### src/rtl/syn_current_gen.sv
// Synaptic front end: weighted sum of presynaptic spikes accumulated into an
// 8-bit drive current that decays exponentially on a fixed tick.
module syn_current_gen #(
  parameter int N_IN         = 4,
  parameter int WIDTH        = 8,
  parameter int DECAY_SHIFT  = 3,
  parameter int DECAY_PERIOD = 4,
  localparam int AW = (N_IN > 1) ? $clog2(N_IN) : 1,
  localparam int SW = WIDTH + $clog2(N_IN) + 1,
  localparam int CW = (DECAY_PERIOD > 1) ? $clog2(DECAY_PERIOD) : 1
) (
  input  logic             clk,
  input  logic             rst_n,
  input  logic [N_IN-1:0]  spike_in,
  input  logic             wr_en,
  input  logic [AW-1:0]    wr_addr,
  input  logic [WIDTH-1:0] wr_data,
  input  logic             clr_sat,
  output logic [WIDTH-1:0] current,
  output logic             active,
  output logic             sat
);

  localparam logic [SW-1:0] MAX_SUM  = {{(SW-WIDTH){1'b0}}, {WIDTH{1'b1}}};
  localparam logic [CW-1:0] CNT_LAST = CW'(DECAY_PERIOD - 1);

  logic [WIDTH-1:0] weight [N_IN];
  logic [CW-1:0]    cnt_p0;
  logic             tick_p0;
  logic [WIDTH-1:0] dec_p0;
  logic [WIDTH-1:0] base_p0;
  logic [SW-1:0]    sum_p0;
  logic             clamp_p0;
  logic [WIDTH-1:0] cur_p1;

  // A nonzero current always loses at least 1 per tick so the tail reaches 0.
  function automatic logic [WIDTH-1:0] decay_step(input logic [WIDTH-1:0] c);
    logic [WIDTH-1:0] d;
    d = c >> DECAY_SHIFT;
    if (c != '0 && d == '0) d = WIDTH'(1);
    return d;
  endfunction

  function automatic logic [WIDTH-1:0] sat_clamp(input logic [SW-1:0] s);
    return (s > MAX_SUM) ? {WIDTH{1'b1}} : s[WIDTH-1:0];
  endfunction

  // Stage p0: decay tick, decay-then-accumulate on the registered current
  assign tick_p0 = (cnt_p0 == CNT_LAST);

  always_comb begin
    dec_p0   = decay_step(cur_p1);
    base_p0  = tick_p0 ? (cur_p1 - dec_p0) : cur_p1;
    sum_p0   = SW'(base_p0);
    for (int i = 0; i < N_IN; i++) begin
      if (spike_in[i]) sum_p0 = sum_p0 + SW'(weight[i]);
    end
    clamp_p0 = (sum_p0 > MAX_SUM);
  end

  // Stage p1: registered current, sticky saturation, weight file
  always_ff @(posedge clk) begin
    if (!rst_n) begin
      cur_p1 <= '0;
      sat    <= 1'b0;
      cnt_p0 <= '0;
      for (int i = 0; i < N_IN; i++) weight[i] <= '0;
    end else begin
      cnt_p0 <= tick_p0 ? '0 : cnt_p0 + CW'(1);
      cur_p1 <= sat_clamp(sum_p0);
      if (clamp_p0)     sat <= 1'b1;
      else if (clr_sat) sat <= 1'b0;
      // Spikes this cycle already read the old weight through sum_p0.
      if (wr_en && (int'(wr_addr) < N_IN)) weight[wr_addr] <= wr_data;
    end
  end

  assign current = cur_p1;
  assign active  = (cur_p1 != '0);

endmodule

### config.mk
export PLATFORM = sky130hd
export DESIGN_NAME = syn_current_gen
export DESIGN_NICKNAME = d
export VERILOG_FILES = /design/src/rtl/syn_current_gen.sv
export SDC_FILE = /design/constraint.sdc
export NUM_CORES = 1
export LEC_CHECK = 0
export CORE_MARGIN = 10
export CORE_UTILIZATION = 54
export DETAILED_ROUTE_END_ITERATION = 6
export PLACE_DENSITY = 0.83
export RECOVER_POWER = 100
export SETUP_SLACK_MARGIN = 0.1
export SKIP_LAST_GASP = 1
export SLEW_MARGIN = 10
export SYNTH_ARGS = -nofsm -noshare
export SYNTH_HDL_FRONTEND = slang
export SYNTH_SLANG_ARGS = --single-unit
### constraint.sdc
create_clock -name clk -period 7.4 [get_ports clk]
set_input_delay 2.22 -clock clk [delete_from_list [all_inputs] [get_ports clk]]
set_output_delay 2.22 -clock clk [all_outputs]
set_load 0.02 [all_outputs]
==> results of run 1 <==
## registers in the layout, summed over array words and instances, names as in the netlist
register,flops
weight,32
current,8
cnt_p0,2
sat,1
## power breakdown
part	total [mW]	switching, mW	internal, mW
logic	1.72	0.905	0.812
clock network	0.175	0.0761	0.0989
registers	0.347	0.0419	0.305
total	2.24	1.02	1.22
## worst max-delay path: stages
cell	delay [ps]
clkdlybuf4s50_1	550
mux2_1	360
ha_1	220
inv_1	80
fa_1	400
mux2i_1	400
ha_1	350
a211oi_1	250
nor2_1	90
o21ai_0	240
o21a_1	170
ha_1	260
o21ai_0	160
a21oi_1	80
or3_1	390
a2111oi_4	410
mux2i_1	150
o221ai_2	250
buf_6	160
o21ai_1	70
## through the flow
step	setup TNS, ps	std cells	instance area, um2
finish	0	504	4270
global route	0	504	4270
CTS	0	497	4126
detailed placement	-1059	490	4019
global placement	0	490	4019
floorplan	0	392	3656
## per-layer routing
| layer | part of all wire (%) | GRT usage (%) |
|---|---|---|
| met5 | 0 | 0 |
| met4 | 1.2 | 4.555 |
| met3 | 5.8 | 3.711 |
| met2 | 49 | 27.51 |
| met1 | 44 | 19.43 |
## logic make-up after synthesis
group / synth area share (%)
flip-flops: 32.31
AND/OR/NAND/NOR: 18.14
buffers and inverters: 3.388
XOR/XNOR: 4.552
AO/OA/AOI/OAI: 20.02
multiplexers: 5.852
adder cells (fa/ha/maj): 15.74
## area by class of cell
cell class	instances	area, um2
clock buffers	6	72.57
clock inverters	1	30.03
fillers	490	2188
inverters	22	82.58
multi-input cells	316	2442
flip-flops and latches	43	1182
well taps	77	96.34
repair buffers	39	364.1
## worst max path at each step
stage | startpoint | end | slack, ps | cells past startpoint
after floorplan | spike_in[0] | current[7] | 390 | 24
after global placement | spike_in[0] | current[1] | 40 | 25
after detailed placement | spike_in[0] | current[0] | -150 | 25
after CTS | current[5] | current[0] | 120 | 34
after global routing | current[6] | current[1] | 20 | 36
final | spike_in[0] | current[5] | 310 | 20
## placed cells by master (no fill, tap or decap), types with 10 or more instances in the layout
cell / count
a21oi_1: 11
and2_0: 23
buf_4: 11
clkdlybuf4s50_1: 15
dfxtp_1: 10
dlygate4sd3_1: 12
edfxtp_1: 32
ha_1: 34
inv_1: 22
mux2_2: 10
nand2_1: 22
nor2_1: 29
o21a_1: 13
o21ai_0: 19
o21ai_1: 11
xnor2_1: 15
## what timing repair did
item                       in CTS  in global routing
setup endpoints to repair       9                  9
resized for setup               2                 21
setup buffers                   0                  7
pin swaps                       0                  9
==> results.py, run 1 <==
metrics = {
    "worst_setup_path": {
        "worstReg2RegStart": "current[6]",
        "path_max_fanout": 7,
        "arrival_ps": 7260,
        "r2r_cells": 35,
        "critPathKind": "input pin to register",
        "critPathLaunchType": "input pin",
        "end_kind": "register",
        "r2r-end": "current[5]",
        "rrSetupSlack_ps": 440,
        "crit_required_ps": 7570,
    },
    "hold_path": {
        "hp-class": "register to register",
        "min_from": "cnt_p0[0]",
        "holdPathStages": 1,
        "holdPathEnd": "cnt_p0[0]",
    },
    "layout": {
        "area_growth_pct": 16.80,
        "n_antenna_cell": 0,
        "final_nets": 488,
        "post-route-util_pct": 66.12,
        "layout-drive-gt1-share_pct": 11.94,
    },
    "place": {
        "numPortBuffers": 27,
        "place_ws_ps": -147.4,
        "dp.final_hpwl_um": 6762,
        "place_congestion": 0.9790,
    },
    "global_route": {
        "first_global_vias": 2906,
        "grt_pass1_wl_um": 13280,
        "antenna_found_initial": 0,
        "track_usage_pct": 15.96,
        "grt_overflow": 0,
        "grt_max_degree": 19,
    },
    "detailed_routing": {
        "antenna_left": 0,
        "firstDrtPassIters": 4,
        "drc_errors": 0,
        "viasPerCell": 5.933,
        "dr.first_iter.drc_count": 194,
        "vias": 2990,
        "drt-total-wl_um": 8434,
        "drt-wirelength-per-cell_um": 16.73,
    },
    "sta": {
        "finalClockSkew_ps": 2.080,
        "relSlewSlack_pct": 28.66,
        "finalSetupViolations": 0,
        "report.final.hold_viol_count": 0,
        "finalWorstSetupSlack_ps": 308.7,
        "clock.fmax_mhz": 141.0,
        "timing.final.max_slew_violations": 0,
        "worst_slew_pin_slew_ps": 1059,
        "rsz0062_at_grt": "false",
        "final.period_utilization_pct": 95.83,
        "finalCriticalPeriod_ps": 7091,
        "fin_hold_ws_ps": 432.8,
    },
    "die": {
        "die_w_um": 102.3,
        "core_area_um2": 6459,
        "num_rows": 29,
        "pin_count": 28,
        "die-area_um2": 10460,
        "die_h_um": 102.3,
        "start_util_pct": 56.61,
    },
    "clock_tree": {
        "ctsHoldBuffers": 0,
        "cts_max_level": 2,
        "insertion_delay_ps": 290,
        "clock_sinks": 43,
        "path_clk_slew_ps": 80,
        "numCtsBuffers": 5,
        "cts_tree": "yes",
        "cts_buffer_depth": 2,
        "clock-root-buffer": "clkbuf_8",
    },
    "logic_synthesis": {
        "synth_cell_types": 51,
        "synth_top_area_share_pct": 26.28,
        "yosys-top-cells-count": "ha_1, edfxtp_1, nor2_1",
        "synth.largest_area_cell": "edfxtp_1",
        "synth_most_common_cell": "ha_1",
        "async_flop_share_pct": 0,
        "synth_area_per_cell_um2": 9.327,
        "yosys_warnings": 0,
        "synth_nets": 453,
        "synth_edf_count": 32,
        "synth_ff_type": "edfxtp_1",
        "synth_seq_area_share_pct": 32.31,
        "synthTopCellsByArea": "edfxtp_1, ha_1, dfxtp_1",
        "synth-seq-cells": 43,
        "postSynthCellCount": 392,
        "synthesis.area_um2": 3656,
    },
    "power": {
        "power.leakage_nw": 1.723,
        "total_power_mw": 2.240,
        "ir_worst_vdd_v": 0.0001948,
        "power.density_nw_per_um2": 524.5,
    },
    "run_status": {
        "status": "finished, final reports clean",
    },
    "flow_run": {
        "cap_violations": 0,
    },
}
Note: power is estimated with default switching activity, not from simulation.
==> run 2: changes to the inputs <==
Settings changed: CORE_UTILIZATION 54 to 55, CTS_BUF_LIST set to sky130_fd_sc_hd__clkbuf_4 sky130_fd_sc_hd__clkbuf_8, MAX_ROUTING_LAYER set to met4, PLACE_DENSITY 0.83 to 0.84.
==> run 2 against run 1 <==
Effect of this change: critical path depth increased by 10; worst hold slack about the same; global-route usage rose by 1.5 points; setup slack improved by 160 ps; non-clock buffer count grew 1; routed wire length is 4.7% higher; maximum frequency is 2.3% higher; critical endpoint unchanged; largest cell class unchanged; highest routed layer unchanged.
==> results.py, run 2 (synthesized netlist as in run 1, its figures left out) <==
metrics = {
    "run_status": {
        "status": "finished, final reports clean",
    },
    "clock_tree": {
        "numCtsBuffers": 5,
        "clock-root-buffer": "clkbuf_8",
        "clock_sinks": 43,
        "ctsHoldBuffers": 0,
        "cts_buffer_depth": 2,
        "path_clk_slew_ps": 80,
        "insertion_delay_ps": 290,
        "cts_max_level": 2,
        "cts_tree": "yes",
    },
    "worst_setup_path": {
        "rrSetupSlack_ps": 460,
        "r2r_cells": 30,
        "cp_slowest_cell": "fa_2",
        "cpMostUsedCell": "o21ai_0",
        "path_max_fanout": 7,
        "critPathKind": "register to register",
        "slowest_delay_ps": 560,
        "worstReg2RegStart": "current[6]",
        "end_kind": "register",
        "arrival_ps": 7110,
        "r2r-end": "current[5]",
        "critPathLaunchType": "register",
        "crit_required_ps": 7580,
    },
    "die": {
        "die_w_um": 101.5,
        "start_util_pct": 57.25,
        "pin_count": 28,
        "core_area_um2": 6386,
        "die-area_um2": 10310,
        "die_h_um": 101.5,
        "num_rows": 29,
    },
    "place": {
        "place_ws_ps": -152.5,
        "dpl.cell_count": 492,
        "place_congestion": 0.9779,
        "dp.final_hpwl_um": 6948,
        "dpl_cell_area_um2": 4034,
        "numPortBuffers": 27,
    },
    "layout": {
        "post-route-util_pct": 67.89,
        "final-instance-count-excl-fill": 506,
        "layout-drive-gt1-share_pct": 14.45,
        "regMostFlops": "weight",
        "area_growth_pct": 18.58,
        "final_common_cell": "edfxtp_1",
        "n_antenna_cell": 0,
        "layout.cells.most_common_list": "edfxtp_1, ha_1, nor2_1",
        "largest_reg_flops": 32,
        "fin_area_um2": 4335,
        "final_nets": 489,
    },
    "global_route": {
        "grt_pass1_wl_um": 14230,
        "first_global_vias": 3056,
        "grt_max_degree": 19,
        "antenna_found_initial": 0,
        "track_usage_pct": 17.48,
        "grt_overflow": 0,
    },
    "sta": {
        "relSlewSlack_pct": 27.64,
        "timing.final.max_slew_violations": 0,
        "final.period_utilization_pct": 93.72,
        "fin_setup_tns_ps": 0,
        "fin_hold_ws_ps": 432.8,
        "report.final.hold_viol_count": 0,
        "clock.fmax_mhz": 144.2,
        "finalSetupViolations": 0,
        "worst_slew_pin_slew_ps": 1074,
        "finalClockSkew_ps": 3.125,
        "finalCriticalPeriod_ps": 6935,
        "finalWorstSetupSlack_ps": 464.9,
    },
    "hold_path": {
        "min_from": "cnt_p0[0]",
        "hp-class": "register to register",
        "holdPathEnd": "cnt_p0[0]",
        "holdPathStages": 1,
    },
    "flow_run": {
        "cap_violations": 0,
    },
    "detailed_routing": {
        "drt-wirelength-per-cell_um": 17.45,
        "viasPerCell": 6.081,
        "firstDrtPassIters": 5,
        "vias": 3077,
        "dr.first_iter.drc_count": 177,
        "drt-total-wl_um": 8832,
        "drc_errors": 0,
        "antenna_left": 0,
    },
    "power": {
        "power.density_nw_per_um2": 532.3,
        "total_power_mw": 2.308,
        "power.leakage_nw": 1.738,
        "ir_worst_vdd_v": 0.0002938,
    },
}
-- run 2: cell types whose count changed in the layout (fill, tap and decap cells not counted), moves of 2 or more --
cell	delta
a211oi_1	-2
ha_1	-3
ha_4	+2
a211oi_2	+2
-- run 2: repair_timing --
action	CTS	global route
gates resized for setup	3	27
endpoints found under the setup margin	9	9
pin swaps	0	6
setup buffers	0	6
-- run 2: worst max path at each step --
stage | from | cells after the start | slack, ps | end
2_1_floorplan | spike_in[0] | 24 | 390 | current[7]
3_3_place_gp | spike_in[0] | 25 | 50 | current[0]
3_5_place_dp | spike_in[0] | 25 | -150 | current[5]
4_1_cts | current[6] | 36 | 140 | current[5]
5_1_grt | current[6] | 32 | -30 | current[5]
6_report | current[6] | 30 | 460 | current[5]
-- run 2: cell type report --
type                       count  area, um2
timing repair buffer          40      374.1
inverter                      22      82.58
sequential                    43       1184
tap                           77      96.34
clock buffer                   5      68.82
clock inverter                 3      46.29
fill                         478       2051
multi-input combinational    316       2484
-- run 2: power by group --
group | switching (mW) | total, mW | internal (mW)
registers | 0.0420 | 0.348 | 0.306
clock network | 0.0838 | 0.185 | 0.102
logic | 0.935 | 1.77 | 0.840
-- run 2: layer usage --
layer | vias to the layer above | routed length, um | GRT usage, %
met3 | 18 | 488 | 3.404
li1 | 1504 | - | -
met2 | 72 | 4388 | 29.88
met1 | 1483 | 3763 | 20.73
met5 | - | 0 | -
met4 | 0 | 191 | 3.859
-- run 2: worst max-delay path, delay by kind of cell, from the launching register on --
family | cells | cell delay [ps]
AOI/OAI and AO/OA | 13 | 2560
adders and majority gates | 6 | 2020
and+or+nand+nor | 7 | 1310
muxes | 2 | 360
DFF | 1 | 350
buffers and inverters | 2 | 220
==> run 3: changes to the inputs <==
Settings changed: CAP_MARGIN set to 25.
==> run 3 against run 2 <==
Effect of this change: clock-buffer cell count unchanged; routed wire length grew 0.61%; cell area barely moved; sequential power hardly changed; critical path depth rose by 5; non-clock buffer count grew 1; via count rose by 2.1%; global-route usage unchanged; largest power group unchanged.
==> results.py, run 3 (synthesized netlist as in run 1, its figures left out) <==
metrics = {
    "run_status": {
        "status": "finished, final reports clean",
    },
    "detailed_routing": {
        "vias": 3142,
        "viasPerCell": 6.197,
        "drt-total-wl_um": 8886,
        "dr.first_iter.drc_count": 234,
        "antenna_left": 0,
        "firstDrtPassIters": 5,
        "drt-wirelength-per-cell_um": 17.53,
        "drc_errors": 0,
    },
    "sta": {
        "worst_slew_pin_slew_ps": 778.8,
        "clock.fmax_mhz": 144.0,
        "timing.final.max_slew_violations": 0,
        "final.period_utilization_pct": 93.82,
        "relSlewSlack_pct": 47.97,
        "finalSetupViolations": 0,
        "report.final.hold_viol_count": 0,
        "finalCriticalPeriod_ps": 6943,
        "finalClockSkew_ps": 3.410,
    },
    "global_route": {
        "grt_max_degree": 19,
        "track_usage_pct": 17.48,
        "first_global_vias": 3056,
        "antenna_found_initial": 0,
        "grt_pass1_wl_um": 14230,
        "grt_overflow": 0,
    },
    "hold_path": {
        "holdPathStages": 1,
        "hp-class": "register to register",
        "min_from": "cnt_p0[0]",
        "holdPathEnd": "cnt_p0[0]",
    },
    "power": {
        "power.share.clock_pct": 8.1,
        "power.density_nw_per_um2": 532.0,
        "pwr-share-comb_pct": 76.9,
        "ir_worst_vdd_v": 0.0002940,
        "p_sw_share_pct": 45.96,
        "power.internal_mw": 1.247,
        "power.leakage_nw": 1.739,
        "seq_power_share_pct": 15.1,
        "p_sw_mw": 1.061,
    },
    "worst_setup_path": {
        "arrival_ps": 7120,
        "crit_required_ps": 7580,
        "critPathLaunch": "current[6]",
        "critPathKind": "register to register",
        "path_max_fanout": 7,
        "worstReg2RegStart": "current[6]",
        "critPathLaunchType": "register",
        "slowest_delay_ps": 420,
        "r2r_cells": 35,
        "end_kind": "register",
        "rrSetupSlack_ps": 460,
        "r2r-end": "current[5]",
        "cp_slowest_cell": "fa_2",
    },
    "die": {
        "start_util_pct": 57.25,
        "die_h_um": 101.5,
        "core_area_um2": 6386,
        "die-area_um2": 10310,
        "pin_count": 28,
        "die_w_um": 101.5,
        "num_rows": 29,
    },
    "clock_tree": {
        "numCtsBuffers": 5,
        "cts_max_level": 2,
        "clock-root-buffer": "clkbuf_8",
        "cts_tree": "yes",
        "cts_buffer_depth": 2,
        "clock_sinks": 43,
        "insertion_delay_ps": 290,
        "path_clk_slew_ps": 80,
    },
    "layout": {
        "regMostFlops": "weight",
        "final-instance-count-excl-fill": 507,
        "layout.cells.most_common_list": "edfxtp_1, ha_1, nor2_1",
        "largest_reg_flops": 32,
        "layout-drive-gt1-share_pct": 14.42,
        "area_growth_pct": 18.69,
        "final_common_cell": "edfxtp_1",
        "fin_area_um2": 4339,
        "post-route-util_pct": 67.95,
        "n_antenna_cell": 0,
        "final_nets": 490,
    },
    "flow_run": {
        "cap_violations": 0,
    },
    "place": {
        "dpl.cell_count": 492,
        "dpl_cell_area_um2": 4034,
        "place_congestion": 0.9779,
        "numPortBuffers": 27,
        "dp.final_hpwl_um": 6948,
    },
}
## run 3: changes by cell type in the layout (fill, tap and decap cells not counted), sizes merged
cell	before	now
clkbuf	5	6
## run 3: power groups by stage
stage | clock network [mW] | logic (mW) | registers, mW
after floorplan | 0 | 1.21 | 0.365
final | 0.186 | 1.77 | 0.348
after global routing | 0.199 | 1.97 | 0.355
after CTS | 0.186 | 1.62 | 0.346
after detailed placement | 0 | 1.60 | 0.352
after global placement | 0 | 1.54 | 0.350
## run 3: what timing repair did
item	in CTS	in global routing
buffers inserted	0	6
pin swaps	0	6
setup endpoints to repair	9	9
gates cloned	0	0
hold buffers	0	0
resized for setup	3	27
## run 3: layer usage
metal	track usage (%)	vias up	routed length [um]
met1	20.73	1519	3770
met4	3.859	0	208
met2	29.88	98	4412
met3	3.404	20	494
li1	-	1505	-
met5	-	-	0
## run 3: stage by stage
step	total power, mW	worst slack (ps)	hold WS [ps]	setup TNS, ps
floorplan	1.579	391.9	404.3	0
global placement	1.889	46.39	414.4	0
detailed placement	1.949	-152.5	424.3	-1110
CTS	2.154	136.0	436.0	0
global route	2.529	-28.62	459.7	-113.1
finish	2.308	457.1	433.6	0
## run 3: area by class of cell
class                      count  area (um2)
sequential                    43        1184
multi-input combinational    316        2484
clock buffer                   5       68.82
clock inverter                 3       46.29
timing repair buffer          41       377.9
tap                           77       96.34
inverter                      22       82.58
fill                         477        2047
## run 3: worst max-delay path: cells and delay by family, from the launching register on
kind,cells,cell delay (ps)
multiplexers,2,420
AND/OR/NAND/NOR,6,1230
flip-flops,1,350
AO/OA/AOI/OAI,18,2850
adder cells (fa/ha/maj),6,1560
XOR/XNOR,1,160
buffers and inverters,2,250
## run 3: how the worst max path moves through the flow
stage / to / slack, ps / cells after the start
after floorplan: current[7] / 390 / 24
after global placement: current[0] / 50 / 25
after detailed placement: current[5] / -150 / 25
after CTS: current[5] / 140 / 36
after global routing: current[5] / -30 / 32
final: current[5] / 460 / 35
